### config.mk
export PLATFORM = sky130hd
export DESIGN_NAME = p2_decode_flat
export DESIGN_NICKNAME = d
export VERILOG_FILES = /design/src/rtl/simple_pkg.sv /design/src/rtl/p2_decode_if.sv /design/src/rtl/p2_regfile.sv /design/src/rtl/p2_decode.sv /design/src/flat_wrapper.sv
export SDC_FILE = /design/constraint.sdc
export NUM_CORES = 1
export LEC_CHECK = 0
export BUFFER_PORTS_ARGS = -buffer_cell sky130_fd_sc_hd__buf_2
export CAP_MARGIN = 25
export CORE_MARGIN = 10
export CORE_UTILIZATION = 36
export DETAILED_ROUTE_END_ITERATION = 8
export GPL_ROUTABILITY_DRIVEN = 1
export MAX_ROUTING_LAYER = met4
export REMOVE_ABC_BUFFERS = 1
export SLEW_MARGIN = 0
export SYNTH_ARGS = -nofsm -noshare
export SYNTH_HDL_FRONTEND = slang
export SYNTH_HIERARCHICAL = 1
export SYNTH_SLANG_ARGS = --single-unit
### constraint.sdc
create_clock -name clock1 -period 2.68 [get_ports clock1]
set_clock_uncertainty 0.1 [all_clocks]
set_input_delay 0.804 -clock clock1 [delete_from_list [all_inputs] [get_ports clock1]]
set_output_delay 0.804 -clock clock1 [all_outputs]
set_load 0.01 [all_outputs]
### src/rtl/simple_pkg.sv
`default_nettype none
// +--------------------------------------------------------------------------+
// | simple_pkg                                                               |
// | Shared widths, opcode field encodings, branch condition codes and the    |
// | decoded-instruction record passed from decode to execute.                |
// | Rev 1.0 - initial release                                                |
// +--------------------------------------------------------------------------+
package simple_pkg;

   localparam int DATA_W = 16;
   localparam int NREG   = 8;
   localparam int REG_AW = 3;

   // op[15:14]
   localparam logic [1:0] OP1_LD    = 2'b00;
   localparam logic [1:0] OP1_ST    = 2'b01;
   localparam logic [1:0] OP1_IMM   = 2'b10;
   localparam logic [1:0] OP1_ARITH = 2'b11;

   // op[13:11] when op1 = OP1_IMM
   localparam logic [2:0] OP2_LI  = 3'b000;
   localparam logic [2:0] OP2_B   = 3'b100;
   localparam logic [2:0] OP2_BCC = 3'b111;

   // op[7:4] when op1 = OP1_ARITH
   localparam logic [3:0] OP3_ADD   = 4'b0000;
   localparam logic [3:0] OP3_CMP   = 4'b0101;
   localparam logic [3:0] OP3_RSV_A = 4'b0111;
   localparam logic [3:0] OP3_OUT   = 4'b1101;
   localparam logic [3:0] OP3_RSV_B = 4'b1110;
   localparam logic [3:0] OP3_HLT   = 4'b1111;

   // Branch conditions; BCC carries its condition directly in op[10:8]
   localparam logic [2:0] COND_BE  = 3'b000;
   localparam logic [2:0] COND_BLT = 3'b001;
   localparam logic [2:0] COND_BLE = 3'b010;
   localparam logic [2:0] COND_BNE = 3'b011;

   typedef struct packed {
      logic [DATA_W-1:0] ar;
      logic [DATA_W-1:0] br;
      logic [DATA_W-1:0] imm;
      logic [REG_AW-1:0] rd;
      logic [3:0]        aluop;
      logic              regwrite;
      logic              memread;
      logic              memwrite;
      logic              isbranch;
      logic [2:0]        cond;
      logic [DATA_W-1:0] pcout;
      logic              valid;
   } dec_t;

   function automatic logic [DATA_W-1:0] sext8(input logic [7:0] d);
      return {{(DATA_W-8){d[7]}}, d};
   endfunction

endpackage
`default_nettype wire

### src/rtl/p2_decode_if.sv
`default_nettype none
// +--------------------------------------------------------------------------+
// | p2_decode_if                                                             |
// | Bundle between fetch/writeback/execute and the decode stage.             |
// |   inputs : operation, pcin, flush, wben, wbaddr, wbdata                  |
// |   outputs: ar, br, imm, rd, aluop, regwrite, memread, memwrite,          |
// |            isbranch, cond, pcout, valid, halted                          |
// | slave = decode stage side, master = surrounding pipeline / bench side.   |
// | Rev 1.0 - initial release                                                |
// +--------------------------------------------------------------------------+
interface p2_decode_if;
   import simple_pkg::*;

   logic [DATA_W-1:0] operation;
   logic [DATA_W-1:0] pcin;
   logic              flush;
   logic              wben;
   logic [REG_AW-1:0] wbaddr;
   logic [DATA_W-1:0] wbdata;

   logic [DATA_W-1:0] ar;
   logic [DATA_W-1:0] br;
   logic [DATA_W-1:0] imm;
   logic [REG_AW-1:0] rd;
   logic [3:0]        aluop;
   logic              regwrite;
   logic              memread;
   logic              memwrite;
   logic              isbranch;
   logic [2:0]        cond;
   logic [DATA_W-1:0] pcout;
   logic              valid;
   logic              halted;

   modport slave (
      input  operation, pcin, flush, wben, wbaddr, wbdata,
      output ar, br, imm, rd, aluop, regwrite, memread, memwrite,
             isbranch, cond, pcout, valid, halted
   );

   modport master (
      output operation, pcin, flush, wben, wbaddr, wbdata,
      input  ar, br, imm, rd, aluop, regwrite, memread, memwrite,
             isbranch, cond, pcout, valid, halted
   );

endinterface
`default_nettype wire

### src/rtl/p2_regfile.sv
`default_nettype none
// +--------------------------------------------------------------------------+
// | p2_regfile                                                               |
// | NREG x DATA_W general register file: one write port, two read ports.     |
// |   clk, rst           : clock, synchronous active-high clear             |
// |   we, waddr, wdata   : write port (r0 is an ordinary register)          |
// |   raddr_a/b, rdata_a/b: combinational reads with write-through bypass   |
// | Rev 1.0 - initial release                                                |
// +--------------------------------------------------------------------------+
module p2_regfile #(
   parameter int DATA_W = 16,
   parameter int NREG   = 8,
   parameter int REG_AW = 3
) (
   input  logic              clk,
   input  logic              rst,
   input  logic              we,
   input  logic [REG_AW-1:0] waddr,
   input  logic [DATA_W-1:0] wdata,
   input  logic [REG_AW-1:0] raddr_a,
   input  logic [REG_AW-1:0] raddr_b,
   output logic [DATA_W-1:0] rdata_a,
   output logic [DATA_W-1:0] rdata_b
);

   logic [DATA_W-1:0] mem_q [NREG];
   logic [DATA_W-1:0] mem_d [NREG];

   always_comb begin
      mem_d = mem_q;
      if (we) begin
         mem_d[waddr] = wdata;
      end
   end

   // Reset clears everything and also blocks a concurrent write
   always_ff @(posedge clk) begin
      if (rst) begin
         for (int i = 0; i < NREG; i++) begin
            mem_q[i] <= '0;
         end
      end else begin
         mem_q <= mem_d;
      end
   end

   // A write in the same cycle is forwarded so decode sees the new value
   always_comb begin
      rdata_a = (we && (waddr == raddr_a)) ? wdata : mem_q[raddr_a];
      rdata_b = (we && (waddr == raddr_b)) ? wdata : mem_q[raddr_b];
   end

endmodule
`default_nettype wire

### src/rtl/p2_decode.sv
`default_nettype none
// +--------------------------------------------------------------------------+
// | p2_decode                                                                |
// | Decode / register-read stage. Decodes the fetched operation, reads two   |
// | operands from the owned register file and registers everything toward   |
// | execute with one cycle of latency. A decoded HLT sets a sticky halted    |
// | flag after which only bubbles are issued until reset.                    |
// |   clock1 : stage clock          reset : synchronous, active-high         |
// |   bus    : p2_decode_if.slave (fetch inputs, writeback, decoded outputs) |
// | Rev 1.0 - initial release                                                |
// +--------------------------------------------------------------------------+
module p2_decode
   import simple_pkg::*;
(
   input  logic        clock1,
   input  logic        reset,
   p2_decode_if.slave  bus
);

   logic [DATA_W-1:0] rdata_a;
   logic [DATA_W-1:0] rdata_b;

   p2_regfile #(
      .DATA_W (DATA_W),
      .NREG   (NREG),
      .REG_AW (REG_AW)
   ) u_regfile (
      .clk     (clock1),
      .rst     (reset),
      .we      (bus.wben),
      .waddr   (bus.wbaddr),
      .wdata   (bus.wbdata),
      .raddr_a (bus.operation[13:11]),
      .raddr_b (bus.operation[10:8]),
      .rdata_a (rdata_a),
      .rdata_b (rdata_b)
   );

   dec_t dec;
   logic is_hlt;
   dec_t out_d;
   dec_t out_q;
   logic halted_d;
   logic halted_q;

   // Field decode
   always_comb begin
      dec       = '0;
      is_hlt    = 1'b0;
      dec.ar    = rdata_a;
      dec.br    = rdata_b;
      dec.pcout = bus.pcin;
      dec.valid = 1'b1;
      case (bus.operation[15:14])
         OP1_ARITH: begin
            case (bus.operation[7:4])
               OP3_HLT:              is_hlt = 1'b1;
               OP3_RSV_A, OP3_RSV_B: ;   // reserved: issued as a valid no-op
               default: begin
                  dec.aluop    = bus.operation[7:4];
                  dec.rd       = bus.operation[10:8];
                  dec.regwrite = (bus.operation[7:4] != OP3_CMP) &&
                                 (bus.operation[7:4] != OP3_OUT);
                  // shifts (10xx) take a 4-bit unsigned amount
                  if (bus.operation[7:6] == 2'b10) begin
                     dec.imm = {{(DATA_W-4){1'b0}}, bus.operation[3:0]};
                  end
               end
            endcase
         end
         OP1_LD: begin
            dec.aluop    = OP3_ADD;
            dec.memread  = 1'b1;
            dec.regwrite = 1'b1;
            dec.rd       = bus.operation[13:11];
            dec.imm      = sext8(bus.operation[7:0]);
         end
         OP1_ST: begin
            dec.aluop    = OP3_ADD;
            dec.memwrite = 1'b1;
            dec.imm      = sext8(bus.operation[7:0]);
         end
         default: begin   // OP1_IMM
            case (bus.operation[13:11])
               OP2_LI: begin
                  dec.regwrite = 1'b1;
                  dec.rd       = bus.operation[10:8];
                  dec.imm      = sext8(bus.operation[7:0]);
               end
               OP2_B: begin
                  dec.isbranch = 1'b1;
                  dec.cond     = COND_BE;
                  dec.imm      = sext8(bus.operation[7:0]);
               end
               OP2_BCC: begin
                  dec.isbranch = 1'b1;
                  dec.cond     = bus.operation[10:8];
                  dec.imm      = sext8(bus.operation[7:0]);
               end
               default: ;   // unused op2 codes behave as a no-op
            endcase
         end
      endcase
   end

   // Flush beats halted, halted beats normal decode
   always_comb begin
      out_d    = dec;
      halted_d = halted_q;
      if (bus.flush || halted_q) begin
         out_d = '0;
      end else if (is_hlt) begin
         halted_d = 1'b1;
      end
   end

   always_ff @(posedge clock1) begin
      if (reset) begin
         out_q    <= '0;
         halted_q <= 1'b0;
      end else begin
         out_q    <= out_d;
         halted_q <= halted_d;
      end
   end

   assign bus.ar       = out_q.ar;
   assign bus.br       = out_q.br;
   assign bus.imm      = out_q.imm;
   assign bus.rd       = out_q.rd;
   assign bus.aluop    = out_q.aluop;
   assign bus.regwrite = out_q.regwrite;
   assign bus.memread  = out_q.memread;
   assign bus.memwrite = out_q.memwrite;
   assign bus.isbranch = out_q.isbranch;
   assign bus.cond     = out_q.cond;
   assign bus.pcout    = out_q.pcout;
   assign bus.valid    = out_q.valid;
   assign bus.halted   = halted_q;

endmodule
`default_nettype wire

### src/flat_wrapper.sv
// flat-port wrapper written by rule: the top's interface ports become plain ports
module p2_decode_flat import simple_pkg::*;
  (clock1, reset, bus_operation, bus_pcin, bus_flush, bus_wben, bus_wbaddr, bus_wbdata, bus_ar, bus_br, bus_imm, bus_rd, bus_aluop, bus_regwrite, bus_memread, bus_memwrite, bus_isbranch, bus_cond, bus_pcout, bus_valid, bus_halted);
  p2_decode_if bus_i ();
  input  logic clock1;
  input  logic reset;
  input wire logic [$bits(bus_i.operation)-1:0] bus_operation;
  input wire logic [$bits(bus_i.pcin)-1:0] bus_pcin;
  input wire logic [$bits(bus_i.flush)-1:0] bus_flush;
  input wire logic [$bits(bus_i.wben)-1:0] bus_wben;
  input wire logic [$bits(bus_i.wbaddr)-1:0] bus_wbaddr;
  input wire logic [$bits(bus_i.wbdata)-1:0] bus_wbdata;
  output wire logic [$bits(bus_i.ar)-1:0] bus_ar;
  output wire logic [$bits(bus_i.br)-1:0] bus_br;
  output wire logic [$bits(bus_i.imm)-1:0] bus_imm;
  output wire logic [$bits(bus_i.rd)-1:0] bus_rd;
  output wire logic [$bits(bus_i.aluop)-1:0] bus_aluop;
  output wire logic [$bits(bus_i.regwrite)-1:0] bus_regwrite;
  output wire logic [$bits(bus_i.memread)-1:0] bus_memread;
  output wire logic [$bits(bus_i.memwrite)-1:0] bus_memwrite;
  output wire logic [$bits(bus_i.isbranch)-1:0] bus_isbranch;
  output wire logic [$bits(bus_i.cond)-1:0] bus_cond;
  output wire logic [$bits(bus_i.pcout)-1:0] bus_pcout;
  output wire logic [$bits(bus_i.valid)-1:0] bus_valid;
  output wire logic [$bits(bus_i.halted)-1:0] bus_halted;
  assign bus_i.operation = bus_operation;
  assign bus_i.pcin = bus_pcin;
  assign bus_i.flush = bus_flush;
  assign bus_i.wben = bus_wben;
  assign bus_i.wbaddr = bus_wbaddr;
  assign bus_i.wbdata = bus_wbdata;
  assign bus_ar = bus_i.ar;
  assign bus_br = bus_i.br;
  assign bus_imm = bus_i.imm;
  assign bus_rd = bus_i.rd;
  assign bus_aluop = bus_i.aluop;
  assign bus_regwrite = bus_i.regwrite;
  assign bus_memread = bus_i.memread;
  assign bus_memwrite = bus_i.memwrite;
  assign bus_isbranch = bus_i.isbranch;
  assign bus_cond = bus_i.cond;
  assign bus_pcout = bus_i.pcout;
  assign bus_valid = bus_i.valid;
  assign bus_halted = bus_i.halted;
  p2_decode u_core (.clock1(clock1), .reset(reset), .bus(bus_i));
endmodule
==> summary.md, run 1 <==
| Metric | Value |
|---|---|
| Status | finished clean |
| Mapped Area | 9493 µm² |
| Critical-path cell list | buf_2 > buf_4 > mux4_1 > mux2_2 > mux2_2 > and2_1 |
| Die Y | 182.4 µm |
| # hold bufs at CTS | 0 |
| Setup TNS | 0 ps |
| Power Total | 6.375 mW |
| CTS tree | built |
| Top cells by area, synth | dfxtp_1 (42%), mux4_1 (15%), nand2_1 (11%) |
| Max-cap viol count | 0 |
| Placed Cells | 1354 |
| Worst Reg-to-Reg Cells | 4 |
| Fin crit period | 2185 ps |
| Total Nets Final | 1093 |
| Setup slack, reg-to-reg | 920 ps |
| Largest net degree at the start of global routing | 130 |
| Most frequent cells in the layout | nand2_1 (266), dfxtp_1 (200), a21oi_1 (137) |
| Critical path required time | 2910 ps |
| Clock sink count | 200 |
| Placement-stage cell area | 10520 µm² |
| Final hold vios | 0 |
| Crit path DAT | 2410 ps |
| Setup violators final | 0 |
| Pwr per Cell Area | 573.1 nW/µm² |
| Total gr overflow | 0 |
| Initial core utilization | 36.53% |
| Crit share post-route | 81.54% |
| CP Max Fanout | 9 |
| Root buffer cell | clkbuf_16 |
| CP max stage delay | 570 ps |
| Post-CTS sizing | 0 |
| Clock Path Buffers | 2 |
| Core ar. | 25980 µm² |
| Initial DRC count | 570 |
| Initial antenna violation count | 1 |
| Die area | 33260 µm² |
| Via density | 5.271 |
| Postcts setup bufs | 0 |
| Worst slack, placed | 40.55 ps |
| DRT Pass-1 Iters | 5 |
| DR WL/cell | 19.44 µm |
| DR vias | 7306 |
| Hold_sp | u_core/u_regfile/mem_q[39] |
| Post-route core utilization | 42.81% |
| Leakage | 4.713 nW |
| Antenna diode count | 0 |
| Mean post-synth cell area | 10.15 µm² |
| Peak supply drop | 0.4893 mV |
| Reg clk slew, reported paths | 70 ps |
| Synth cell types | 43 |
| Hold slack | 364.0 ps |
| Die W | 182.4 µm |
| TritonCTS buffer count | 17 |
| Hold Path Sink | u_core/u_regfile/mem_q[39] |
| Area of all placed cells without fillers | 11120 µm² |
| Fin cells | 1386 |
| Yosys top cell by area | dfxtp_1 |
| Port Buffers | 134 |
| Rows | 59 |
| GRT Util Overall | 15.98% |
| DR DRC count | 0 |
| Sequential area share after synthesis | 42.18% |
| RR Endpoint | u_core/bus.imm[0] |
| Share of layout cells above drive strength 1 | 28.45% |
| Max_slew headroom | 59.03% |
| Final worst slack | 494.7 ps |
| Fmax | 457.6 MHz |
| Final GP Congestion | 0.8013 |
| Syn. warnings | 6 |
| Synth top area share | 42.18% |
| Worst hold stages | 2 |
| RR Startpoint | u_core/bus.halted |
| Routed Antenna Nets | 0 |
| Nature of the critical path endpoint | flop |
| Routed Wire Length | 26950 µm |
| Post-DP HPWL | 17600 µm |
| Worst hold path type | reg2reg |
| RSZ-0062 raised after global routing | false |
| Global-route wire length before repair | 41080 µm |
| Clk_lat worst skew | 440 ps |
| Syn Inst Count | 935 |
| Pins over their slew limit | 0 |
| Crit path kind | in2reg |
| Number of global-route vias before repair | 7127 |
| CP startpoint kind | input port |
| Commonest non-fill, non-tap cell in the layout | nand2_1 |
| Post-synthesis register bit count | 200 |
| H-tree levels | 4 |
| Area grow syn2layout | 17.19% |
| Top cell by count, worst path | mux2_2 |
| Io pins | 135 |
| Slowest CP cell | mux4_1 |
| Worst slew pin tran | 614.6 ps |
==> logic make-up (layout without fill, tap and decap cells) <==
kind of cell              Yosys count  in the layout  share of synthesized area, %
AOI/OAI and AO/OA                 148            148                         8.277
xor gates and xnor gates            6              6                        0.5536
buffers and inverters             103            219                         6.406
DFF                               200            200                         42.18
muxes                             128            128                         25.74
and+or+nand+nor                   350            350                         16.84
==> critical path: cells and delay by family <==
family	cells	cell delay [ps]
simple gates	1	130
buf+inv	2	390
mux	3	1080
==> power by group <==
group	switching, mW	total (mW)	internal [mW]
logic	0.351	0.632	0.282
registers	0.0353	3.07	3.04
clock network	1.25	2.67	1.42
total	1.64	6.37	4.74
==> area by class of cell <==
| cell class | count | area (µm²) |
|---|---|---|
| Tap cell | 335 | 419.2 |
| Clock buffer | 17 | 425.4 |
| Clock inverter | 15 | 177.7 |
| Inverter | 4 | 20.02 |
| Multi-Input combinational cell | 632 | 4900 |
| Sequential cell | 200 | 4004 |
| Fill cell | 2516 | 14860 |
| Timing Repair Buffer | 183 | 1179 |
==> sequential cells by signal (all words and copies together) (netlist names), 3 cells and up <==
name and flops:
u_core/bus.pcout 16, u_core/bus.br 16, u_core/bus.rd 3, u_core/bus.aluop 4
u_core/u_regfile/mem_q 128, u_core/bus.cond 3, u_core/bus.imm 8, u_core/bus.ar 16
==> how the worst max path moves through the flow <==
| stage | endpoint | from | cells past startpoint |
|---|---|---|---|
| detailed placement | u_core/bus.ar[10] | bus_operation[12] | 6 |
| CTS | u_core/bus.ar[10] | bus_operation[12] | 6 |
| global route | u_core/bus.ar[7] | bus_operation[11] | 6 |
| finish | u_core/bus.ar[15] | bus_operation[11] | 6 |
| global placement | u_core/bus.ar[15] | bus_operation[11] | 6 |
| floorplan | u_core/bus.ar[0] | bus_operation[11] | 4 |
==> synthesized netlist by cell type (all sizes together) <==
cell	instances
nand4bb	3
mux4	64
a211oi	1
and3	3
a21oi	137
a2111oi	1
nand3	1
and4b	3
nand4b	3
nor4	1
nand2b	1
nand4	4
a21o	1
and2	51
o211a	1
o22ai	1
a311oi	1
inv	4
or3	3
buf	41
a32o	3
clkbuf	58
nor3	2
nor4bb	3
and4	1
nand2	266
or2	1
dfxtp	200
nor4b	1
nor3b	1
mux2	64
o21a	2
or4b	1
nor2	1
xnor2	6
==> routing by layer <==
layer  routed length [µm]  share of wire [%]  track usage (%)  vias up
met4                  269                1.0            2.961        0
li1                     -                  -                -     3468
met2                11940                 44            24.21      270
met1                12670                 47            21.22     3543
met3                 2073                7.7            4.253       25
met5                    0                  0                -        -
No activity file was read; power rests on OpenSTA's default activity.
==> run 2, diff against run 1 <==
Clock period 2.68 ns to 1.9 ns, I/O delays scaled along.
==> run 2 against run 1 <==
  * Combinational power grew 60%
  * Core utilization grew 1.7 points
  * Clock power grew 33%
  * Register-to-register slack lost 740 ps
  * Wire length grew 3.7%
  * Non-clock buffer count grew 38
  * Worst setup slack lost 490 ps
  * Die area is the same
  * Design area grew 3.9%
  * Power grew 39%
  * Global-route usage grew 0.59 points
  * Critical path type unchanged
==> summary.md, run 2 (synthesized netlist as in run 1, its figures left out) <==
| Metric | Value |
|---|---|
| Status | finished clean |
| Final GP Congestion | 0.8308 (+3.7%) |
| Setup slack, reg-to-reg | 180 ps (-740 ps) |
| GR Util met1 | 22.09% (+0.88 points) |
| TritonCTS buffer count | 17 (unchanged) |
| Post-DP HPWL | 18420 µm (+4.7%) |
| GRT Util Overall | 16.57% (+0.59 points) |
| Root buffer cell | clkbuf_16 |
| Worst Reg-to-Reg Cells | 4 (unchanged) |
| Crit share post-route | 99.87% |
| Worst slew pin tran | 563.1 ps (-51.50 ps) |
| Number of flip-flops in the largest register | 128 (unchanged) |
| Top reg by flops | u_core/u_regfile/mem_q |
| Fin crit period | 1897 ps |
| Die area | 33260 µm² (unchanged) |
| Comb pwr share | 11.4% (+1.5 points) |
| Rows | 59 (unchanged) |
| Nature of the critical path endpoint | flop |
| Routed Antenna Nets | 0 (unchanged) |
| H-tree levels | 4 (unchanged) |
| Share of layout cells above drive strength 1 | 31.96% (+3.5 points) |
| Die W | 182.4 µm (unchanged) |
| Worst hold path type | in2reg |
| Crit path kind | in2reg |
| Peak supply drop | 0.6254 mV (+28%) |
| Met2 usage | 24.97% (+0.76 points) |
| M3 GR Usage | 3.937% (-0.32 points) |
| Worst hold stages | 2 (unchanged) |
| Max-cap viol count | 0 (unchanged) |
| Hold slack | 231.1 ps (-132.9 ps) |
| Clock sink count | 200 (unchanged) |
| Commonest non-fill, non-tap cell in the layout | nand2_1 |
| CP Max Fanout | 11 (+2) |
| Largest net degree at the start of global routing | 111 (-15%) |
| Total gr overflow | 0 (unchanged) |
| Fmax | 527.0 MHz |
| Max_slew headroom | 62.46% (+3.4 points) |
| RR Endpoint | u_core/bus.ar[3] |
| Crit path from | bus_operation[8] |
| Total Nets Final | 1131 (+3.5%) |
| Hold Path Sink | u_core/bus.pcout[9] |
| RSZ-0062 raised after global routing | true |
| Post-route core utilization | 44.47% (+1.7 points) |
| Hold_sp | bus_pcin[9] |
| Crit path DAT | 2130 ps (-280 ps) |
| DR vias | 7542 (+3.2%) |
| Net Sw Power | 2.281 mW (+39%) |
| Internal Power | 6.603 mW (+39%) |
| Die Y | 182.4 µm (unchanged) |
| # hold bufs at CTS | 0 (unchanged) |
| Initial antenna violation count | 1 (unchanged) |
| Number of global-route vias before repair | 7153 (+0.36%) |
| Sw Share | 25.68% (about the same) |
| Port Buffers | 134 (unchanged) |
| Initial core utilization | 36.53% (unchanged) |
| Layer with the highest usage | met2 |
| Initial DRC count | 649 (+14%) |
| Core ar. | 25980 µm² (unchanged) |
| Critical path required time | 2130 ps (-780 ps) |
| CTS tree | built |
| Setup violators final | 0 (unchanged) |
| Final hold vios | 0 (unchanged) |
| Io pins | 135 (unchanged) |
| Sequential share of power | 48.8% (+0.6 points) |
| Pins over their slew limit | 0 (unchanged) |
| Global-route wire length before repair | 42390 µm (+3.2%) |
| Routed Wire Length | 27950 µm (+3.7%) |
| Leakage | 4.873 nW (+3.4%) |
| DR WL/cell | 19.61 µm (+0.87%) |
| Via density | 5.293 (+0.40%) |
| Clock Path Buffers | 2 (unchanged) |
| Most frequent cells in the layout | nand2_1 (266), dfxtp_1 (200), a21oi_1 (137) |
| CP startpoint kind | input port |
| Area grow syn2layout | 21.73% |
| RR Startpoint | u_core/u_regfile/mem_q[35] |
| DRT Pass-1 Iters | 5 (unchanged) |
| DR DRC count | 0 (unchanged) |
| Power share of the clock group | 39.8% (-2.1 points) |
| Reg clk slew, reported paths | 70 ps (about the same) |
| Clk_lat worst skew | 440 ps (about the same) |
| Pwr per Cell Area | 768.8 nW/µm² (+34%) |
run 2: layout make-up:
class,instances,area (µm²)
diodes,1,2.502
clock inverters,15,141.4
repair buffers,221,1685
flip-flops and latches,200,4004
multi-input cells,632,4858
well taps,335,419.2
fillers,2436,14430
clock buffers,17,425.4
inverters,4,20.02
run 2: how the worst max path moves through the flow:
stage,to,slack [ps]
2_1_floorplan,u_core/bus.ar[0],-340
3_3_place_gp,u_core/bus.ar[15],-500
3_5_place_dp,u_core/bus.ar[12],-490
4_1_cts,u_core/bus.br[3],2
5_1_grt,u_core/bus.br[12],-30
6_report,u_core/bus.br[12],3
run 2: power groups by stage:
stage               clock [mW]  combinational (mW)  sequential [mW]
global placement             0               0.964             4.43
floorplan                    0               0.363             4.44
global route              3.75                1.09             4.34
detailed placement           0               0.969             4.43
finish                    3.54                1.01             4.33
CTS                       3.60               0.977             4.33
run 2: critical path, cell delays in order:
cell and delay [ps]:
buf_2 130, buf_6 180, mux4_1 560, mux2_2 300, mux2_4 260, and2_1 130
run 2: through the flow:
| stage | cell area, µm² | setup TNS, ps | total power [mW] | setup WS (ps) | cells |
|---|---|---|---|---|---|
| 2_1_floorplan | 8905 | -26270 | 4.803 | -336.8 | 836 |
| 3_3_place_gp | 10890 | -18030 | 5.391 | -501.7 | 1383 |
| 3_5_place_dp | 10890 | -18560 | 5.399 | -494.3 | 1383 |
| 4_1_cts | 11470 | 0 | 8.913 | 2.032 | 1416 |
| 5_1_grt | 11560 | -70.13 | 9.186 | -30.66 | 1425 |
| 6_report | 11560 | 0 | 8.884 | 2.554 | 1425 |
run 2: metal layers:
layer / up-vias / routed length, µm / part of all wire [%]
met5: - / 0 / 0
met4: 0 / 337 / 1.2
met1: 3647 / 12770 / 46
li1: 3541 / - / -
met2: 322 / 12540 / 45
met3: 32 / 2297 / 8.2
run 2: what timing repair did:
action	in CTS	in global routing
gates cloned	0	3
gates resized for setup	2	17
setup endpoints to repair	10	25
setup buffers	1	5
